File: config.mk
export PLATFORM = sky130hd
export DESIGN_NAME = spc_stack_ctl_flat
export DESIGN_NICKNAME = d
export VERILOG_FILES = /design/src/rtl/spc_stack_ctl_if.sv /design/src/rtl/spc_stack_ctl.sv /design/src/flat_wrapper.sv
export SDC_FILE = /design/constraint.sdc
export NUM_CORES = 1
export LEC_CHECK = 0
export ABC_AREA = 1
export BUFFER_PORTS_ARGS = -buffer_cell sky130_fd_sc_hd__buf_2
export CORE_ASPECT_RATIO = 1.25
export CORE_MARGIN = 2
export CORE_UTILIZATION = 30
export DETAILED_ROUTE_END_ITERATION = 16
export PLACE_DENSITY_LB_ADDON = 0.2
export SLEW_MARGIN = 30
export SYNTH_ARGS = -nofsm -noshare
export SYNTH_HDL_FRONTEND = slang
export SYNTH_SLANG_ARGS = --single-unit
export TNS_END_PERCENT = 10
File: constraint.sdc
create_clock -name clk -period 3.9 [get_ports clk]
set_input_delay 0.78 -clock clk [delete_from_list [all_inputs] [get_ports clk]]
set_output_delay 0.78 -clock clk [all_outputs]
set_load 0.01 [all_outputs]
File: src/rtl/spc_stack_ctl_if.sv
// rtl/spc_stack_ctl_if.sv - spy/debug bus shared with SPC stack RAM port B
interface spc_stack_ctl_if #(
  parameter int AW = 5,
  parameter int DW = 19
) ();
  logic          dbg_req;
  logic          dbg_we;
  logic          dbg_ptr;
  logic [AW-1:0] dbg_addr;
  logic [DW-1:0] dbg_wdata;
  logic          dbg_ack;
  logic [DW-1:0] dbg_rdata;

  modport master (
    output dbg_req, dbg_we, dbg_ptr, dbg_addr, dbg_wdata,
    input  dbg_ack, dbg_rdata
  );

  modport slave (
    input  dbg_req, dbg_we, dbg_ptr, dbg_addr, dbg_wdata,
    output dbg_ack, dbg_rdata
  );
endinterface

File: src/rtl/spc_stack_ctl.sv
// rtl/spc_stack_ctl.sv - SPC return stack pointer/depth control with shared debug port
module spc_stack_ctl #(
  parameter int AW         = 5,
  parameter int DW         = 19,
  parameter int STARVE_MAX = 8
) (
  input  logic          clk,
  input  logic          reset,
  input  logic          push,
  input  logic [DW-1:0] push_data,
  input  logic          pop,
  output logic          pop_valid,
  output logic [DW-1:0] pop_data,
  output logic          seq_stall,
  output logic [AW-1:0] spcptr,
  output logic          ovf,
  output logic          unf,
  output logic          err_both,
  input  logic          err_clr,
  spc_stack_ctl_if.slave dbg,
  output logic [AW-1:0] ram_addr_a,
  output logic [DW-1:0] ram_data_a,
  output logic          ram_wren_a,
  output logic          ram_rden_a,
  input  logic [DW-1:0] ram_q_a,
  output logic [AW-1:0] ram_addr_b,
  output logic [DW-1:0] ram_data_b,
  output logic          ram_wren_b,
  output logic          ram_rden_b,
  input  logic [DW-1:0] ram_q_b
);
  localparam int            CW       = $clog2(STARVE_MAX + 1);
  localparam logic [AW:0]   FULL     = {1'b1, {AW{1'b0}}};
  localparam logic [AW:0]   DEPTH_1  = 1;
  localparam logic [AW-1:0] PTR_1    = 1;
  localparam logic [CW-1:0] CNT_1    = 1;
  localparam logic [CW-1:0] CNT_MAX  = CW'(STARVE_MAX);

  typedef enum logic [1:0] {D_IDLE, D_RD, D_ACK, D_WAIT} dstate_t;

  dstate_t       dstate, dstate_nx;
  logic [AW:0]   depth;
  logic [CW-1:0] starve_cnt;
  logic [DW-1:0] rdata_q;
  logic          dbg_pend, seq_req, issue, blocked;
  logic          do_push, do_pop, both;

  // A pending request waits for a sequencer-idle cycle or forces one via seq_stall.
  assign dbg_pend  = !reset && dstate == D_IDLE && dbg.dbg_req;
  assign seq_req   = push | pop;
  assign seq_stall = dbg_pend && starve_cnt == CNT_MAX;
  assign issue     = dbg_pend && (!seq_req || seq_stall);
  assign blocked   = dbg_pend && seq_req && !seq_stall;
  assign do_push   = !reset && push && !seq_stall;
  assign do_pop    = !reset && pop && !push && !seq_stall;
  assign both      = !reset && push && pop && !seq_stall;

  assign ram_wren_a = do_push;
  assign ram_rden_a = do_pop;
  assign ram_addr_a = do_push ? spcptr + PTR_1 : spcptr;
  assign ram_data_a = push_data;
  assign pop_data   = ram_q_a;
  assign ram_addr_b = dbg.dbg_addr;
  assign ram_data_b = dbg.dbg_wdata;
  assign dbg.dbg_rdata = rdata_q;

  always_ff @(posedge clk) begin
    if (reset) dstate <= D_IDLE;
    else       dstate <= dstate_nx;
  end

  always_comb begin
    dstate_nx   = dstate;
    dbg.dbg_ack = 1'b0;
    ram_wren_b  = 1'b0;
    ram_rden_b  = 1'b0;
    case (dstate)
      D_IDLE: if (issue) begin
        ram_wren_b = !dbg.dbg_ptr && dbg.dbg_we;
        ram_rden_b = !dbg.dbg_ptr && !dbg.dbg_we;
        dstate_nx  = (!dbg.dbg_ptr && !dbg.dbg_we) ? D_RD : D_ACK;
      end
      D_RD:   dstate_nx = D_ACK;
      D_ACK: begin
        dbg.dbg_ack = !reset;
        dstate_nx   = D_WAIT;
      end
      D_WAIT: if (!dbg.dbg_req) dstate_nx = D_IDLE;
      default: dstate_nx = D_IDLE;
    endcase
  end

  always_ff @(posedge clk) begin
    if (reset) begin
      spcptr     <= '0;
      depth      <= '0;
      ovf        <= 1'b0;
      unf        <= 1'b0;
      err_both   <= 1'b0;
      pop_valid  <= 1'b0;
      starve_cnt <= '0;
      rdata_q    <= '0;
    end else begin
      pop_valid <= do_pop;
      if (issue)        starve_cnt <= '0;
      else if (blocked) starve_cnt <= starve_cnt + CNT_1;

      if (issue && dbg.dbg_ptr && dbg.dbg_we) begin
        spcptr <= dbg.dbg_wdata[AW-1:0];
        depth  <= '0;
      end else if (do_push) begin
        spcptr <= spcptr + PTR_1;
        if (depth != FULL) depth <= depth + DEPTH_1;
      end else if (do_pop) begin
        spcptr <= spcptr - PTR_1;
        if (depth != '0) depth <= depth - DEPTH_1;
      end

      if (err_clr) begin
        ovf      <= 1'b0;
        unf      <= 1'b0;
        err_both <= 1'b0;
      end else begin
        if (do_push && depth == FULL) ovf <= 1'b1;
        if (do_pop && depth == '0)    unf <= 1'b1;
        if (both)                     err_both <= 1'b1;
      end

      if (issue && dbg.dbg_ptr && !dbg.dbg_we) rdata_q <= DW'(spcptr);
      else if (dstate == D_RD)                 rdata_q <= ram_q_b;
    end
  end
endmodule
File: src/flat_wrapper.sv
// flat-port wrapper written by rule: the top's interface ports become plain ports
module spc_stack_ctl_flat 
#(
  parameter int AW         = 5,
  parameter int DW         = 19,
  parameter int STARVE_MAX = 8
)
  (clk, reset, push, push_data, pop, pop_valid, pop_data, seq_stall, spcptr, ovf, unf, err_both, err_clr, ram_addr_a, ram_data_a, ram_wren_a, ram_rden_a, ram_q_a, ram_addr_b, ram_data_b, ram_wren_b, ram_rden_b, ram_q_b, dbg_dbg_req, dbg_dbg_we, dbg_dbg_ptr, dbg_dbg_addr, dbg_dbg_wdata, dbg_dbg_ack, dbg_dbg_rdata);
  spc_stack_ctl_if #(.AW(AW), .DW(DW)) dbg_i ();
  input  logic clk;
  input  logic reset;
  input  logic push;
  input  logic [DW-1:0] push_data;
  input  logic pop;
  output logic pop_valid;
  output logic [DW-1:0] pop_data;
  output logic seq_stall;
  output logic [AW-1:0] spcptr;
  output logic ovf;
  output logic unf;
  output logic err_both;
  input  logic err_clr;
  output logic [AW-1:0] ram_addr_a;
  output logic [DW-1:0] ram_data_a;
  output logic ram_wren_a;
  output logic ram_rden_a;
  input  logic [DW-1:0] ram_q_a;
  output logic [AW-1:0] ram_addr_b;
  output logic [DW-1:0] ram_data_b;
  output logic ram_wren_b;
  output logic ram_rden_b;
  input  logic [DW-1:0] ram_q_b;
  input wire logic [$bits(dbg_i.dbg_req)-1:0] dbg_dbg_req;
  input wire logic [$bits(dbg_i.dbg_we)-1:0] dbg_dbg_we;
  input wire logic [$bits(dbg_i.dbg_ptr)-1:0] dbg_dbg_ptr;
  input wire logic [$bits(dbg_i.dbg_addr)-1:0] dbg_dbg_addr;
  input wire logic [$bits(dbg_i.dbg_wdata)-1:0] dbg_dbg_wdata;
  output wire logic [$bits(dbg_i.dbg_ack)-1:0] dbg_dbg_ack;
  output wire logic [$bits(dbg_i.dbg_rdata)-1:0] dbg_dbg_rdata;
  assign dbg_i.dbg_req = dbg_dbg_req;
  assign dbg_i.dbg_we = dbg_dbg_we;
  assign dbg_i.dbg_ptr = dbg_dbg_ptr;
  assign dbg_i.dbg_addr = dbg_dbg_addr;
  assign dbg_i.dbg_wdata = dbg_dbg_wdata;
  assign dbg_dbg_ack = dbg_i.dbg_ack;
  assign dbg_dbg_rdata = dbg_i.dbg_rdata;
  spc_stack_ctl #(.AW(AW), .DW(DW), .STARVE_MAX(STARVE_MAX)) u_core (.clk(clk), .reset(reset), .push(push), .push_data(push_data), .pop(pop), .pop_valid(pop_valid), .pop_data(pop_data), .seq_stall(seq_stall), .spcptr(spcptr), .ovf(ovf), .unf(unf), .err_both(err_both), .err_clr(err_clr), .dbg(dbg_i), .ram_addr_a(ram_addr_a), .ram_data_a(ram_data_a), .ram_wren_a(ram_wren_a), .ram_rden_a(ram_rden_a), .ram_q_a(ram_q_a), .ram_addr_b(ram_addr_b), .ram_data_b(ram_data_b), .ram_wren_b(ram_wren_b), .ram_rden_b(ram_rden_b), .ram_q_b(ram_q_b));
endmodule
## After elaboration in Yosys (flattened, before gate mapping)

Cells that the tools add are included.

- Add/sub/neg operators: 5
- Multipliers: 0
- Divide/modulo/power cells: 0
- $lt $le $gt $ge: 0
- Equal/unequal tests: 9
- Shift operators: 0
- Multiplexer cells: 19
- Bitwise operators: 1
- Reductions and logical operators: 40

Operators by type and width:

| operator | number |
|---|---|
| 5-bit 2-to-1 mux | 6 |
| 6-bit 2-to-1 mux | 4 |
| 1-bit logical AND | 20 |
| 2-bit case mux with 4 select lines | 1 |
| 2-bit OR reduction | 4 |
| 6-bit by 1-bit adder with 6-bit output, second input constant | 1 |
| 6-bit == test, second input constant | 1 |
| 1-bit logical NOT | 6 |
| 6-bit logical NOT | 1 |
| 2-bit 2-to-1 mux | 3 |
| 6-bit != test, second input constant | 1 |
| 2-bit nonzero test | 3 |
| 6-bit nonzero test | 1 |
| 6-bit by 1-bit subtractor with 6-bit output, second input constant | 1 |
| 5-bit by 1-bit adder with 5-bit output, second input constant | 1 |
| 1-bit 2-to-1 mux | 5 |
| 5-bit by 1-bit subtractor with 5-bit output, second input constant | 1 |
| 4-bit by 1-bit adder with 4-bit output, second input constant | 1 |
| 2-bit == test, second input constant | 2 |
| 4-bit == test, second input constant | 1 |
| 2-bit != test, second input constant | 2 |
| 3-bit AND reduction | 1 |
| 3-bit nonzero test | 1 |
| 2-bit by 1-bit == test with 1-bit output, second input constant | 1 |
| 5 further kinds | 5 |

- Flip-flop bits (word level): 40
- Bits in latches: 0
- Bits in writable memories: 0
- ROM bits: 0
- Input bits: 89
- Output and inout port bits: 101
- Memories: 0

## Depth between registers and ports, before layout

- Depth after elaboration: 9
- Depth in mapped cells: 19
- Gate-level depth less buffers: 18

## Worst setup path after synthesis

Ideal clock, no wire load.

- Path kind: input to output
- From: input dbg_dbg_req
- To: output ram_addr_a[1]
- Data arrival time: 1.658 ns
- Required time: 3.120 ns
- Slack: 1.462 ns
- Stages: 7
- Cells stage by stage: nand2_1 nor2_1 nand2_1 nand2_1 inv_1 buf_2 o21ai_0

- Word-level cells in the longest chain between the ends: 5

RTL lines:

| element | line | RTL |
|---|---|---|
| start: declaration | flat_wrapper.sv:33 | `input wire logic [$bits(dbg_i.dbg_req)-1:0] dbg_dbg_req;` |
| 1-bit logical AND | spc_stack_ctl.sv:49 | `assign dbg_pend = !reset && dstate == D_IDLE && dbg.dbg_req;` |
| 1-bit logical AND | spc_stack_ctl.sv:51 | `assign seq_stall = dbg_pend && starve_cnt == CNT_MAX;` |
| 1-bit logical NOT | spc_stack_ctl.sv:54 | `assign do_push = !reset && push && !seq_stall;` |
| 1-bit logical AND | spc_stack_ctl.sv:54 |  |
| named net ram_wren_a | flat_wrapper.sv:25 | `output logic ram_wren_a;` |
| 5-bit 2-to-1 mux | spc_stack_ctl.sv:60 | `assign ram_addr_a = do_push ? spcptr + PTR_1 : spcptr;` |
| end: declaration | flat_wrapper.sv:23 | `output logic [AW-1:0] ram_addr_a;` |

The timed path passes the listed nets, and every way through them passes these cells.

## Worst setup path after layout

- From: input reset
- To: output ram_addr_a[2]

- Word-level cells in the longest chain between the ends: 7
- Elaborated cells on any way between the ends: 8
- Classes of those cells: mux (1); reduce/logical (7)

RTL lines:

| element | line | RTL |
|---|---|---|
| start: declaration | flat_wrapper.sv:11 | `input logic reset;` |
| 1-bit logical NOT * | spc_stack_ctl.sv:49, spc_stack_ctl.sv:54 |  |
| 1-bit logical AND (2 in series) | spc_stack_ctl.sv:49 |  |
| 1-bit logical AND | spc_stack_ctl.sv:51 |  |
| 1-bit logical NOT | spc_stack_ctl.sv:54 |  |
| 1-bit logical AND * | spc_stack_ctl.sv:54 |  |
| 5-bit 2-to-1 mux * | spc_stack_ctl.sv:60 |  |

Every way passes the cells marked *; elsewhere a longest branch is shown, timed or not.

==> results.json <==
{
  "endpoint_kind": "output pin",
  "swShare": 0.365,
  "holdCritStartpoint": "u_core.unf",
  "intPower_w": 0.000884,
  "hold_viol_final": 0,
  "num-nets-final": 504,
  "total_power_w": 0.00139,
  "period_needed_ns": 2.85,
  "vdd_drop_max_uv": 185,
  "ff_latch_area_um2": 801,
  "die_h_um": 110,
  "vias_per_cell": 4.39,
  "syn_area_per_cell_um2": 6.90,
  "tns_ns": 0,
  "ios": 190,
  "diodes": 0,
  "wire_per_inst_um": 12.1,
  "p_leak_nw": 1.45,
  "holdPathStages": 2,
  "drv_cap": 0,
  "finalSetupViolations": 0,
  "yosys.area.top_type": "dfxtp_1",
  "critPathMaxStageDelay_ns": 0.28,
  "crit_chain": "buf_2 > nor2_1 > nand2_1 > nand2_1 > inv_1 > nand3_1 > o21ai_0 > buf_2",
  "cts_max_path_buffers": 2,
  "path_clk_slew_ns": 0.08,
  "syn2layout_area_growth_pct": 6.12,
  "cts_tree": "done",
  "first_global_vias": 2239,
  "totalWireLength_um": 6320,
  "cts_setup_buffers": 0,
  "cp_slowest_cell": "buf_2",
  "yosysTopAreaCellShare": 0.299,
  "gp_congestion": 0.853,
  "comb_power_share": 0.352,
  "grt_start_max_net_pins": 21,
  "cts_hold_buf": 0,
  "gr-total-overflow": 0,
  "ys_types": 30,
  "drt-pass1-iter-count": 4,
  "hp-class": "flop to flop",
  "ys_seq_area_frac": 0.299,
  "via_count": 2296,
  "synthArstFlopShare": 0,
  "antenna_found_initial": 0,
  "synthCells": 388,
  "critPathKind": "primary input to output pin",
  "relSlewSlack": 0.624,
  "synth_top_cells_by_area": "dfxtp_1, buf_4, nand2_1, inv_1, ha_1",
  "ant_nets": 0,
  "clkPwrFrac": 0.272,
  "fillers": 963,
  "io_buffers": 75,
  "grt_pass1_wl_um": 10300,
  "ctsHtreeMaxLevel": 2,
  "crit_cells": 8,
  "drtIter0Drc": 63,
  "dpl.cell_count": 515,
  "clock-root-buffer": "clkbuf_8",
  "crit_fanout": 16,
  "core_area_mm2": 0.00870,
  "synth_edf_count": 0,
  "cts_made_buffers": 5,
  "r2r_end": "u_core.dbg.dbg_rdata[10]",
  "cts_resized": 0,
  "final.period_utilization": 0.730,
  "rr_startpoint": "u_core.dstate[0]",
  "fp.dieW_um": 88.5,
  "cp-start-kind": "primary input",
  "rsz0062_at_grt": "no",
  "grtUsageTotal": 0.134,
  "postPlaceCellArea_mm2": 0.00272,
  "hpwl_um": 4950,
  "syn_area_mm2": 0.00268,
  "rows": 38,
  "final_cell_area_mm2": 0.00284,
  "cts_sinks": 40,
  "drv_slew": 0,
  "crit_required_ns": 3.12,
  "multi_input_area_mm2": 0.00119,
  "synth_seq_cells": 40,
  "rr_worst_depth": 9,
  "final_cell_count_no_fill": 523,
  "start_util": 0.308,
  "worst-r2r-setup-slack_ns": 1.54,
  "holdPathEnd": "u_core.unf",
  "p_switching_w": 0.000508,
  "tightest_slew_ns": 0.559,
  "synth_top_flop_cell": "dfxtp_1",
  "power.share.sequential": 0.376,
  "p_per_area_mw_per_mm2": 490,
  "synth_fp_nets": 490,
  "cp.arrival_ns": 2.07,
  "path_buf_inv": 3,
  "hold_ws_ns": 0.450,
  "yosysWarnings": 0,
  "outcome": "finished, final reports clean",
  "critPathTopFamily": "buffers and inverters",
  "fmax_mhz": 351,
  "drc": 0,
  "dieArea_mm2": 0.00971,
  "skew_ns": 0.00919,
  "drive_above_1_share": 0.236,
  "clk_latency_ns": 0.29
}
==> state kept, by name, indices dropped and copies added (netlist names) <==
name and count:
u_core.depth 6, u_core.pop_valid 1, u_core.dbg.dbg_rdata 19, u_core.spcptr 5, u_core.err_both 1, u_core.unf 1, u_core.dstate 2, u_core.starve_cnt 4
u_core.ovf 1
==> power groups by stage <==
| stage | clock [W] | combinational [W] | sequential (W) |
|---|---|---|---|
| floorplan | 0 | 0.000387 | 0.000544 |
| global placement | 0 | 0.000491 | 0.000532 |
| detailed placement | 0 | 0.000496 | 0.000533 |
| CTS | 0.000395 | 0.000497 | 0.000525 |
| global route | 0.000407 | 0.000569 | 0.000533 |
| finish | 0.000379 | 0.000490 | 0.000524 |
==> worst max-delay path by stage <==
stage,from,to,slack (ns)
6_report,reset,ram_addr_a[2],1.05
5_1_grt,reset,ram_addr_a[2],0.82
4_1_cts,reset,ram_addr_a[2],1.02
3_5_place_dp,reset,ram_addr_a[2],1.03
3_3_place_gp,reset,ram_addr_a[2],1.05
2_1_floorplan,dbg_dbg_req,ram_addr_a[1],1.46
==> stage by stage <==
stage / setup slack, ns / utilization
final: 1.05 / 0.327
after global routing: 0.824 / 0.327
after CTS: 1.02 / 0.327
after detailed placement: 1.03 / 0.312
after global placement: 1.05 / 0.312
after floorplan: 1.46 / -
==> worst register-to-register path: stages, from the launching register on <==
cell and delay (ns):
dfxtp_1 0.33, inv_1 0.13, ha_1 0.22, nand2_1 0.07
nor2_1 0.18, o21ai_0 0.23, inv_1 0.17, nand3_1 0.30
nand2_1 0.52, a21oi_1 0.08
==> cells by family (layout without fill, tap and decap cells) <==
kind of cell,count (synthesis),count (layout),synth area share
AOI/OAI and AO/OA,60,60,0.125
xor gates and xnor gates,7,7,0.0229
adders and majority gates,13,13,0.0607
buffers and inverters,120,135,0.258
DFF,40,40,0.299
and+or+nand+nor,148,148,0.234
==> synthesized netlist by cell type, types with 2 or more instances <==
cell type   n
o211ai_1    3
a311oi_1    5
inv_2       2
nand2_1    90
nor4_1      3
ha_1       13
dfxtp_1    40
nand3_1    19
buf_2       3
buf_4      63
or2_0       2
nor2_1     25
clkbuf_1    4
nand4_1     2
or2_2       2
inv_1      47
a21oi_1    31
xor2_1      6
o21ai_0    17
==> layout make-up <==
| class | instances | area share |
|---|---|---|
| clock buffer | 7 | 0.0339 |
| clock inverter | 1 | 0.0106 |
| inverter | 50 | 0.0660 |
| multi-input combinational | 228 | 0.418 |
| sequential | 40 | 0.282 |
| tap | 120 | 0.0528 |
| timing repair buffer | 77 | 0.137 |
==> routing by layer <==
metal	routed length [um]	track usage	vias up
li1	-	-	1197
met2	2990	0.222	81
met3	527	0.0450	17
met4	96	0.0530	0
met1	2710	0.159	1001
met5	0	0	-
==> layout by cell type, fill, tap and decap left out <==
cell type	count
nand2_1	90
buf_2	75
inv_1	47
dfxtp_1	40
a21oi_1	31
nor2_1	25
nand3_1	19
o21ai_0	17
ha_1	13
clkbuf_8	7
xor2_1	6
a311oi_1	5
nor4_1	3
o211ai_1	3
or2_2	2
inv_2	2
nand4_1	2
or2_0	2
buf_4	2
nand3_2	1
nor2_2	1
nor4_2	1
nand2_2	1
nor3_2	1
o21ai_1	1
clkinv_1	1
xnor2_1	1
a31oi_1	1
o21ba_2	1
o21bai_1	1
bufinv_16	1
(Power assumes the default switching activity.)
